$ cat src/rtl/data_bus_pkg.sv
// Shared types for the CPU data/instruction-side bus routers.
// Latency: n/a (types and a constant function only).
// Backpressure: n/a.
package data_bus_pkg;

    typedef enum logic [1:0] {
        IDLE   = 2'd0,
        ACCESS = 2'd1,
        RESP   = 2'd2
    } state_t;

    // Access size codes carried through to the slaves untouched.
    typedef enum logic [2:0] {
        SIZE_BYTE   = 3'd0,
        SIZE_HALF   = 3'd1,
        SIZE_WORD   = 3'd2,
        SIZE_BYTE_U = 3'd4,
        SIZE_HALF_U = 3'd5
    } size_t;

    // Width of a region index; never below one bit so single-region builds still have a port.
    function automatic int region_w(input int n);
        return (n <= 2) ? 1 : $clog2(n);
    endfunction

endpackage

$ cat src/rtl/data_bus_router_region_select.sv
// Decodes the region-select bit-field of a byte address.
// Latency: combinational.
// Backpressure: none.
// Ports: address in; region = address[SEL_HI:SEL_LO] (truncated to RW bits),
//        valid = field < NUM_REGIONS, address_clr = address with the field zeroed.
module region_select
    import data_bus_pkg::*;
#(
    parameter int NUM_REGIONS = 2,
    parameter int SEL_HI      = 31,
    parameter int SEL_LO      = 31,
    parameter int RW          = region_w(NUM_REGIONS)
) (
    input  logic [31:0]   address,
    output logic [RW-1:0] region,
    output logic          valid,
    output logic [31:0]   address_clr
);

    localparam int          FW         = SEL_HI - SEL_LO + 1;
    localparam logic [31:0] FIELD_MASK = 32'((64'd1 << FW) - 64'd1);
    localparam logic [31:0] CLR_MASK   = ~(FIELD_MASK << SEL_LO);

    logic [31:0] field;

    assign field       = (address >> SEL_LO) & FIELD_MASK;
    // The full field is compared, so an out-of-range value is caught even though
    // only RW bits are forwarded as the index.
    assign region      = field[RW-1:0];
    assign valid       = field < 32'(NUM_REGIONS);
    assign address_clr = address & CLR_MASK;

endmodule

$ cat src/rtl/data_bus_router.sv
// Routes CPU data-port transactions to NUM_REGIONS slaves by an address bit-field.
// Latency: request -> data_ready >= 2 cycles (1 cycle for a decode error).
// Backpressure: one transaction outstanding; slave enable held until slv_ready.
// Ports: clk/rst (sync, active high); CPU side data_*; slave side slv_* with
//        one-hot read/write strobes and flattened read data (region k at [32k+31:32k]).
// Optional macro ROUTER_TIMEOUT_EN: error response after TIMEOUT_CYCLES of slave wait.
module data_bus_router
    import data_bus_pkg::*;
#(
    parameter int NUM_REGIONS    = 2,
    parameter int SEL_HI         = 31,
    parameter int SEL_LO         = 31,
    parameter int TIMEOUT_CYCLES = 15
) (
    input  logic                      clk,
    input  logic                      rst,
    input  logic [31:0]               data_address,
    input  logic                      data_read_en,
    input  logic                      data_write_en,
    input  logic [31:0]               data_write_value,
    input  logic [2:0]                data_size,
    output logic [31:0]               data_read_value,
    output logic                      data_ready,
    output logic                      data_error,
    output logic [31:0]               slv_address,
    output logic [31:0]               slv_write_value,
    output logic [2:0]                slv_data_size,
    output logic [NUM_REGIONS-1:0]    slv_read_en,
    output logic [NUM_REGIONS-1:0]    slv_write_en,
    input  logic [NUM_REGIONS*32-1:0] slv_read_value,
    input  logic [NUM_REGIONS-1:0]    slv_ready
);

    localparam int RW = region_w(NUM_REGIONS);

    if (NUM_REGIONS < 1 || NUM_REGIONS > 8 || SEL_HI < SEL_LO || SEL_HI - SEL_LO > 2
        || TIMEOUT_CYCLES < 1 || TIMEOUT_CYCLES > 255) begin : g_bad_params
        $error("data_bus_router: parameter out of range");
    end

    state_t        state, state_nxt;
    logic [RW-1:0] dec_region, lat_region;
    logic          dec_valid;
    logic [31:0]   dec_address;
    logic          req, dec_err;
    logic          lat_read, lat_write;
    logic [31:0]   rdata_q;
    logic          err_q;
    logic          sel_ready;
    logic [31:0]   sel_rdata;
    logic          timeout_hit;

    region_select #(
        .NUM_REGIONS (NUM_REGIONS),
        .SEL_HI      (SEL_HI),
        .SEL_LO      (SEL_LO),
        .RW          (RW)
    ) u_region_select (
        .address     (data_address),
        .region      (dec_region),
        .valid       (dec_valid),
        .address_clr (dec_address)
    );

    assign req     = data_read_en | data_write_en;
    assign dec_err = !dec_valid || (data_read_en && data_write_en);

`ifdef ROUTER_TIMEOUT_EN
    logic [7:0] tcount;
    assign timeout_hit = (tcount == 8'(TIMEOUT_CYCLES));
`else
    assign timeout_hit = 1'b0;
`endif

    // Strobes come straight from the latched direction flags, which are only
    // set while in ACCESS, so they drop on the same edge that leaves ACCESS.
    always_comb begin
        slv_read_en  = '0;
        slv_write_en = '0;
        sel_ready    = 1'b0;
        sel_rdata    = '0;
        for (int k = 0; k < NUM_REGIONS; k++) begin
            if (lat_region == RW'(k)) begin
                slv_read_en[k]  = lat_read;
                slv_write_en[k] = lat_write;
                sel_ready       = slv_ready[k];
                sel_rdata       = slv_read_value[32*k +: 32];
            end
        end
    end

    always_ff @(posedge clk) begin
        if (rst) begin
            state <= IDLE;
        end else begin
            state <= state_nxt;
        end
    end

    always_comb begin
        state_nxt = state;
        case (state)
            IDLE:    if (req) state_nxt = dec_err ? RESP : ACCESS;
            ACCESS:  if (sel_ready || timeout_hit) state_nxt = RESP;
            RESP:    state_nxt = IDLE;
            default: state_nxt = IDLE;
        endcase
    end

    always_ff @(posedge clk) begin
        if (rst) begin
            slv_address     <= '0;
            slv_write_value <= '0;
            slv_data_size   <= '0;
            lat_region      <= '0;
            lat_read        <= 1'b0;
            lat_write       <= 1'b0;
            rdata_q         <= '0;
            err_q           <= 1'b0;
`ifdef ROUTER_TIMEOUT_EN
            tcount          <= '0;
`endif
        end else begin
            case (state)
                IDLE: begin
                    if (req) begin
                        slv_address     <= dec_address;
                        slv_write_value <= data_write_value;
                        slv_data_size   <= data_size;
                        lat_region      <= dec_region;
                        lat_read        <= data_read_en && !dec_err;
                        lat_write       <= data_write_en && !dec_err;
                        err_q           <= dec_err;
                        rdata_q         <= '0;
`ifdef ROUTER_TIMEOUT_EN
                        tcount          <= '0;
`endif
                    end
                end
                ACCESS: begin
                    // Ready in the timeout cycle still completes cleanly.
                    if (sel_ready) begin
                        rdata_q   <= lat_read ? sel_rdata : 32'd0;
                        err_q     <= 1'b0;
                        lat_read  <= 1'b0;
                        lat_write <= 1'b0;
                    end else if (timeout_hit) begin
                        rdata_q   <= '0;
                        err_q     <= 1'b1;
                        lat_read  <= 1'b0;
                        lat_write <= 1'b0;
                    end
`ifdef ROUTER_TIMEOUT_EN
                    else begin
                        tcount <= tcount + 8'd1;
                    end
`endif
                end
                default: ;
            endcase
        end
    end

    assign data_ready      = (state == RESP);
    assign data_error      = data_ready & err_q;
    assign data_read_value = data_ready ? rdata_q : 32'd0;

endmodule

$ cat config.mk
export PLATFORM = sky130hd
export DESIGN_NAME = data_bus_router
export DESIGN_NICKNAME = d
export VERILOG_FILES = /design/src/rtl/data_bus_pkg.sv /design/src/rtl/data_bus_router_region_select.sv /design/src/rtl/data_bus_router.sv
export SDC_FILE = /design/constraint.sdc
export NUM_CORES = 1
export LEC_CHECK = 0
export ABC_AREA = 1
export CORE_MARGIN = 8
export CORE_UTILIZATION = 35
export CTS_CLUSTER_DIAMETER = 100
export DETAILED_ROUTE_END_ITERATION = 10
export PLACE_DENSITY_LB_ADDON = 0.08
export SYNTH_ARGS = -nofsm -noshare
export SYNTH_HDL_FRONTEND = slang
export SYNTH_HIERARCHICAL = 1
export SYNTH_SLANG_ARGS = --single-unit
$ cat constraint.sdc
create_clock -name clk -period 3.4 [get_ports clk]
set_input_delay 0.34 -clock clk [delete_from_list [all_inputs] [get_ports clk]]
set_output_delay 0.34 -clock clk [all_outputs]
set_load 0.05 [all_outputs]
; After elaboration in Yosys (flattened, before gate mapping)
; Cells that the tools add are included.
[totals]
latch_bits = 0
rom_bits = 0
mem_bits_rw = 0
memories = 0
ff_bits = 104
elab_cells = 49
[op_classes]
addsub = 0
n_shift = 0
eq_ne = 4
bitwise_logic = 2
multipliers = 0
magnitude_cmp = 1
n_reduce_logical = 11
div = 0
n_mux = 22
[op_table]
columns = cell, count
row1 = $mux W32, 5
row2 = $pmux W32 S2, 1
row3 = $mux W1, 9
row4 = $mux W2, 3
row5 = $pmux W1 S2, 3
row6 = $ne A2 B2 Y1 const B, 2
row7 = $pmux W2 S2, 1
row8 = $reduce_and A2 Y1, 2
row9 = $logic_and A1 B1 Y1, 3
row10 = $reduce_and A3 Y1, 1
row11 = $eq A2 B1 Y1 const B, 1
row12 = $eq A2 B2 Y1 const B, 1
row13 = $logic_not A1 Y1, 2
row14 = $logic_not A2 Y1, 1
row15 = $lt A1 B2 Y1 const B, 1
row16 = $reduce_bool A2 Y1, 1
row17 = $and A1 B1 Y1, 1
row18 = $logic_or A1 B1 Y1, 1
row19 = $or A1 B1 Y1, 1

; Depth between registers and ports, before layout
; Gate-level depths: netlist of the first run.
[depth]
word_depth = 7
mapped_depth = 7
ltp_nobuf = 6

; Cells and area by module
; The synthesis of the first run kept the hierarchy.
[modules_own_cells]
columns = mod, area_each_um2, cells_per_inst, n_inst, seq_area_each_um2
row1 = data_bus_router, 4403.0, 651, 1, 2102.0
row2 = region_select, 262.8, 36, 1, 0.0

; Least setup slack after synthesis of the first run
; OpenSTA, ideal clock, no wires.
[synth_path]
path_kind = register to output
start = register state[1]
end = output data_read_value[10]
stages_incl_launch_ff = 6
path_buffers = 1
slack_ps = 777
arrival_time_ps = 2283
required_time_ps = 3060
path_cell_list = dfxtp_1 -> inv_1 -> nor2_1 -> inv_1 -> buf_1 -> nor2_1
[synth_via]
elab_chain_cells = 2
[synth_rtl]
columns = item, line
row1 = "start, declared", data_bus_router.sv:41  ; state_t state, state_nxt;
row2 = "start signal, assigned", data_bus_router.sv:96  ; state <= state_nxt;
row3 = $eq A2 B2 Y1, data_bus_router.sv:164  ; assign data_ready = (state == RESP);
row4 = net data_ready, data_bus_router.sv:23  ; output logic data_ready,
row5 = $mux W32, data_bus_router.sv:166  ; assign data_read_value = data_ready ? rdata_q : 32'd0;
row6 = "end, declared", data_bus_router.sv:22  ; output logic [31:0] data_read_value,
; The timed path passes the listed nets, and every way through them passes these cells.

; Worst setup path after layout of the first run
[layout_path]
start = register state[1]
end = output data_read_value[3]
[layout_via]
elab_chain_cells = 2
[layout_rtl]
columns = item, line
row1 = $eq A2 B2 Y1, data_bus_router.sv:164
row2 = $mux W32, data_bus_router.sv:166
; Every way passes these cells.

==> flow_summary.yaml, run 1 <==
grt:
  grt-ovfl-total: 0
  grt_pass1_wl_mm: 24.8
  number_of_global_route_vias_before_repair: 4740
  grt_usage: 0.173
  grt_start_max_net_pins: 106
  number_of_antenna_violations_at_the_first_check_in_global_routing: 0
clock_network:
  ctsRootBufferMaster: "sky130_fd_sc_hd__clkbuf_16"
  clkTransAtPathRegs_ps: 60
  clk_latency_ps: 340
  post-cts-setup-buffers: 0
  hold_buffers: 0
  cts_made_buffers: 9
  number_of_gates_resized_after_cts: 0
  cts-htree-levels: 3
  clock_sink_count: 105
  cts_tree: "yes"
  cts_buffer_depth: 2
yosys:
  synth.cell_area_um2: 4670
  post_synth.cell_area_avg_um2: 6.79
  postSynthRegisterBits: 105
  syn-num-nets: 824
  yosysWarnings: 6
  ys_types: 19
  synth_sequential_area_ratio: 0.451
  post_synthesis_instance_total: 687
cells_and_area:
  layoutNonFillerInstCount: 1047
  final_area_um2: 7160
  mostFrequentLayoutCells: "273 x sky130_fd_sc_hd__nand2_1, 240 x sky130_fd_sc_hd__clkdlybuf4s50_1, 105 x sky130_fd_sc_hd__dfxtp_1, 103 x sky130_fd_sc_hd__a21oi_1, 43 x sky130_fd_sc_hd__inv_1"
  diodes: 0
  design.final.nets: 1004
  most_common_cell_after_layout_fill_and_taps_aside: "sky130_fd_sc_hd__nand2_1"
  drive_above_1_share: 0.0321
  area_growth_pct: 53.4
critical_path:
  worstPathArrival_ps: 2530
  cp_slowest_cell: "sky130_fd_sc_hd__clkdlybuf4s50_1"
  crit_family: "buffers and inverters"
  worst_setup_path_end_kind: "output pin"
  timing.critical_path.buf_inv: 3
  worstPathMaxFanout: 33
  critical_path.cell_chain: "inv_1 > nor2_1 > inv_1 > nor2_1 > clkdlybuf4s50_1"
  criticalPathCategory: "flop to output pin"
  worstPathRequired_ps: 3060
  cpPeakStageDelay_ps: 840
  start_kind: "flop"
routing:
  wire_per_inst_um: 14.5
  drt-initial-drc-count: 212
  dr.pass1.iters: 4
  drt-vias-per-instance: 4.49
  vias: 4704
  route.final.wire_length_mm: 15.2
  drcViolationCount: 0
  antenna_violating_nets_post_route: 0
placement:
  post_dp_cell_area_um2: 6880
  io_buffer_count: 241
  post-place-cells: 1032
  weighted_congestion_at_the_end_of_routability_driven_global_placement: 0.791
  detailed_place_hpwl_mm: 11.1
pwr:
  power.density_cell_area_nw_per_um2: 458
  power.share.clock: 0.303
  power.internal_uw: 2220
  seq_power_share: 0.415
  sw_frac_of_total: 0.322
  max-vdd-ir-drop_uv: 281
  pwr-share-comb: 0.283
  total_switching_power_uw: 1060
  power.static_leakage_uw: 0.00270
sta:
  min_period_over_period: 0.845
  finalHoldViolations: 0
  slew_violations: 0
  finalSetupViolCount: 0
  slew_limit_headroom: 0.261
  min_period_ps: 2870
  tns_ps: 0
  fmaxAchievable_ghz: 0.348
  rsz0062_at_grt: "no"
  actual_transition_at_the_worst_max_transition_pin_ps: 1110
  skew_ps: 8.32
die:
  design.portCount: 242
  die_width_um: 131
  chipHeight_um: 131
  row_count: 42
  core_area_um2: 13100
  die_ar_um2: 17300
  initial_core_util: 0.355
min_path:
  timing.hold.worst.class: "flop to flop"
run_status:
  outcome: "complete, no violations"
run:
  timing.max_cap.violations: 0
-- tightest hold or removal path, stage by stage (launching register included) --
cell and delay (ps):
sky130_fd_sc_hd__dfxtp_1 310, sky130_fd_sc_hd__nand2_1 60, sky130_fd_sc_hd__a21oi_1 50
-- sequential cells by signal, summed over array words and instances, names as in the netlist --
name and count:
err_q 1, lat_read 1, lat_region 1, lat_write 1, rdata_q 32, slv_address 32, slv_data_size 3, slv_write_value 32
state 2
-- final cells by class --
type,instances,area (um^2)
Fill cell,1271,5980
Clock buffer,12,236
Inverter,46,173
Timing Repair Buffer,247,2450
Sequential cell,105,2100
Multi-Input combinational cell,458,1930
Clock inverter,3,42.5
Tap cell,176,220
-- worst paths after layout --
| kind | from | end | slack, ps | cells past startpoint |
|---|---|---|---|---|
| worst max-delay path | state[1]$_SDFFE_PP0P_ | data_read_value[3] | 530 | 5 |
| worst min-delay path | rdata_q[7]$_SDFFE_PP0P_ | rdata_q[7]$_SDFFE_PP0P_ | 460 | 2 |
| worst max register to register | lat_region$_SDFFE_PP0P_ | rdata_q[3]$_SDFFE_PP0P_ | 1550 | 4 |
| worst min register to register | rdata_q[7]$_SDFFE_PP0P_ | rdata_q[7]$_SDFFE_PP0P_ | 460 | 2 |
-- power groups by stage --
stage	clock [uW]	combinational [uW]	sequential [uW]
6_report	993	927	1360
5_1_grt	1070	998	1370
4_1_cts	1030	938	1360
3_5_place_dp	0	935	1390
3_3_place_gp	0	928	1380
2_1_floorplan	0	323	1650
-- kinds of logic (layout without fill, tap and decap cells) --
group,Yosys count,count (layout),synth area share
flops,105,105,0.451
other cells,2,2,0.00161
simple gates,350,350,0.296
compound gates,106,106,0.115
buf+inv,124,308,0.137
-- through the flow --
stage,hold WS [ps],total power (uW),setup slack [ps],util
after detailed placement,455,2320,861,0.524
after floorplan,439,1970,777,-
after CTS,465,3330,493,0.545
final,461,3280,526,0.545
after global placement,451,2310,997,0.524
after global routing,475,3440,282,0.545
-- per-layer routing --
| metal | vias to the layer above | part of all wire | GRT usage |
|---|---|---|---|
| met3 | 22 | 0.11 | 0.0781 |
| li1 | 2448 | - | - |
| met1 | 2064 | 0.42 | 0.195 |
| met4 | 0 | 0.021 | 0.0683 |
| met2 | 170 | 0.46 | 0.280 |
| met5 | - | 0 | 0 |
-- cells in the mapped netlist --
cell type | instances | share of area
sky130_fd_sc_hd__inv_2 | 3 | 0.0024
sky130_fd_sc_hd__nor3_1 | 1 | 0.0011
sky130_fd_sc_hd__o21ai_2 | 1 | 0.0019
sky130_fd_sc_hd__buf_2 | 17 | 0.018
sky130_fd_sc_hd__nand3_1 | 34 | 0.036
sky130_fd_sc_hd__buf_4 | 41 | 0.066
sky130_fd_sc_hd__inv_1 | 43 | 0.035
sky130_fd_sc_hd__nor2_4 | 1 | 0.0024
sky130_fd_sc_hd__nand2_1 | 273 | 0.22
sky130_fd_sc_hd__clkbuf_1 | 15 | 0.012
sky130_fd_sc_hd__o21ai_0 | 1 | 0.0011
sky130_fd_sc_hd__nand3_2 | 1 | 0.0021
sky130_fd_sc_hd__a211oi_1 | 1 | 0.0016
sky130_fd_sc_hd__dfxtp_1 | 105 | 0.45
sky130_fd_sc_hd__a21oi_1 | 103 | 0.11
sky130_fd_sc_hd__conb_1 | 2 | 0.0016
sky130_fd_sc_hd__nor2_2 | 3 | 0.0040
sky130_fd_sc_hd__nor2_1 | 37 | 0.030
sky130_fd_sc_hd__buf_1 | 5 | 0.0040
Note: power is estimated with default switching activity, not from simulation.
==> inputs of run 2 (changes only) <==
==> constraint.sdc (replaced) <==
create_clock -name clk -period 2.9 [get_ports clk]
set_input_delay 0.29 -clock clk [delete_from_list [all_inputs] [get_ports clk]]
set_output_delay 0.29 -clock clk [all_outputs]
set_load 0.05 [all_outputs]
==> flow_summary.yaml, run 2 (synthesis results as in run 1) <==
run_status:
  outcome: "complete, no violations"
routing:
  route.final.wire_length_mm: 15.2
  vias: 4727
  wire_per_inst_um: 14.5
  dr.pass1.iters: 6
  drcViolationCount: 0
  drt-vias-per-instance: 4.50
  antenna_violating_nets_post_route: 0
  drt-initial-drc-count: 154
critical_path:
  worstPathMaxFanout: 16
  worstPathArrival_ps: 2480
  start_kind: "flop"
  criticalPathCategory: "flop to output pin"
  worst_setup_path_end_kind: "output pin"
  worstPathRequired_ps: 2610
pwr:
  max-vdd-ir-drop_uv: 404
  power.static_leakage_uw: 0.00324
  power.density_cell_area_nw_per_um2: 548
sta:
  rsz0062_at_grt: "no"
  tns_ps: 0
  slew_violations: 0
  skew_ps: 9.15
  min_period_over_period: 0.955
  fmaxAchievable_ghz: 0.361
  finalHoldViolations: 0
  whs_ps: 463
  finalSetupViolCount: 0
  actual_transition_at_the_worst_max_transition_pin_ps: 1090
  slew_limit_headroom: 0.271
  min_period_ps: 2770
cells_and_area:
  final_area_um2: 7320
  drive_above_1_share: 0.0411
  fin_util: 0.557
  diodes: 0
  design.final.nets: 1007
  multi_input_gate_area_in_the_final_layout_um2: 1930
  mostFrequentLayoutCells: "273 x sky130_fd_sc_hd__nand2_1, 213 x sky130_fd_sc_hd__clkdlybuf4s50_1, 105 x sky130_fd_sc_hd__dfxtp_1, 103 x sky130_fd_sc_hd__a21oi_1, 42 x sky130_fd_sc_hd__inv_1"
  area_growth_pct: 56.8
  final.fill_count: 1246
  sequential_cell_area_um2: 2100
  most_common_cell_after_layout_fill_and_taps_aside: "sky130_fd_sc_hd__nand2_1"
  reg_top3: "rdata_q: 32 flops, slv_address: 32 flops, slv_write_value: 32 flops"
clock_network:
  clkTransAtPathRegs_ps: 70
  cts_made_buffers: 9
  clk_latency_ps: 350
  cts_tree: "yes"
  hold_buffers: 0
  ctsRootBufferMaster: "sky130_fd_sc_hd__clkbuf_16"
  cts-htree-levels: 3
  cts_buffer_depth: 2
  clock_sink_count: 105
run:
  timing.max_cap.violations: 0
grt:
  grt-ovfl-total: 0
  number_of_global_route_vias_before_repair: 4717
  number_of_antenna_violations_at_the_first_check_in_global_routing: 0
  grt_usage: 0.168
  grt_start_max_net_pins: 106
  grt_pass1_wl_mm: 24.0
die:
  chipHeight_um: 131
  design.portCount: 242
  die_ar_um2: 17300
  core_area_um2: 13100
  initial_core_util: 0.355
  row_count: 42
  die_width_um: 131
placement:
  post_dp_cell_area_um2: 6890
  io_buffer_count: 241
  weighted_congestion_at_the_end_of_routability_driven_global_placement: 0.798
  detailed_place_hpwl_mm: 10.9
min_path:
  timing.hold.worst.class: "flop to flop"
[run 2: final timing paths]
| kind | from | to | slack, ps | cells past startpoint |
|---|---|---|---|---|
| worst min-delay path | rdata_q[17]$_SDFFE_PP0P_ | rdata_q[17]$_SDFFE_PP0P_ | 460 | 2 |
| worst max-delay path | state[1]$_SDFFE_PP0P_ | data_read_value[24] | 130 | 6 |
| worst max register to register | lat_region$_SDFFE_PP0P_ | err_q$_SDFFE_PP0P_ | 1110 | 5 |
| worst min register to register | rdata_q[17]$_SDFFE_PP0P_ | rdata_q[17]$_SDFFE_PP0P_ | 460 | 2 |
[run 2: metal layers]
| metal | share of wire | GRT usage |
|---|---|---|
| met2 | 0.46 | 0.270 |
| met4 | 0.018 | 0.0664 |
| met5 | 0 | 0 |
| met1 | 0.42 | 0.188 |
| met3 | 0.10 | 0.0816 |
[run 2: stage by stage]
step           instances  setup WS (ps)  power, uW
4_1_cts             1048           37.5       4060
6_report            1051            130       4010
2_1_floorplan        687            327       2310
3_3_place_gp        1032            544       2720
5_1_grt             1051           5.47       4210
3_5_place_dp        1032            417       2730
[run 2: where the power goes]
group	internal (uW)	leakage [uW]	total, uW	switching [uW]
logic	412	0.00222	1100	688
registers	1540	0.000860	1590	54.3
clock network	783	0.000159	1320	536
total	2730	0.00324	4010	1280
[run 2: layout make-up]
cell class / count / area share
clock buffer: 10 / 0.0327
clock inverter: 6 / 0.0123
inverter: 46 / 0.0241
multi-input combinational: 458 / 0.264
sequential: 105 / 0.287
tap: 176 / 0.0301
timing repair buffer: 249 / 0.349
timing repair inverter: 1 / 0.00103
[run 2: repair_timing]
item                                    in CTS  in global routing
gates resized for setup                      0                 29
endpoints found under the setup margin       0                 33
setup buffers                                0                  2
[run 2: critical path, cell delays in order (launching register included)]
cell	delay [ps]
sky130_fd_sc_hd__dfxtp_1	400
sky130_fd_sc_hd__inv_1	90
sky130_fd_sc_hd__nor2_1	370
sky130_fd_sc_hd__clkinvlp_4	140
sky130_fd_sc_hd__buf_4	210
sky130_fd_sc_hd__nor2_1	110
sky130_fd_sc_hd__clkdlybuf4s50_1	810
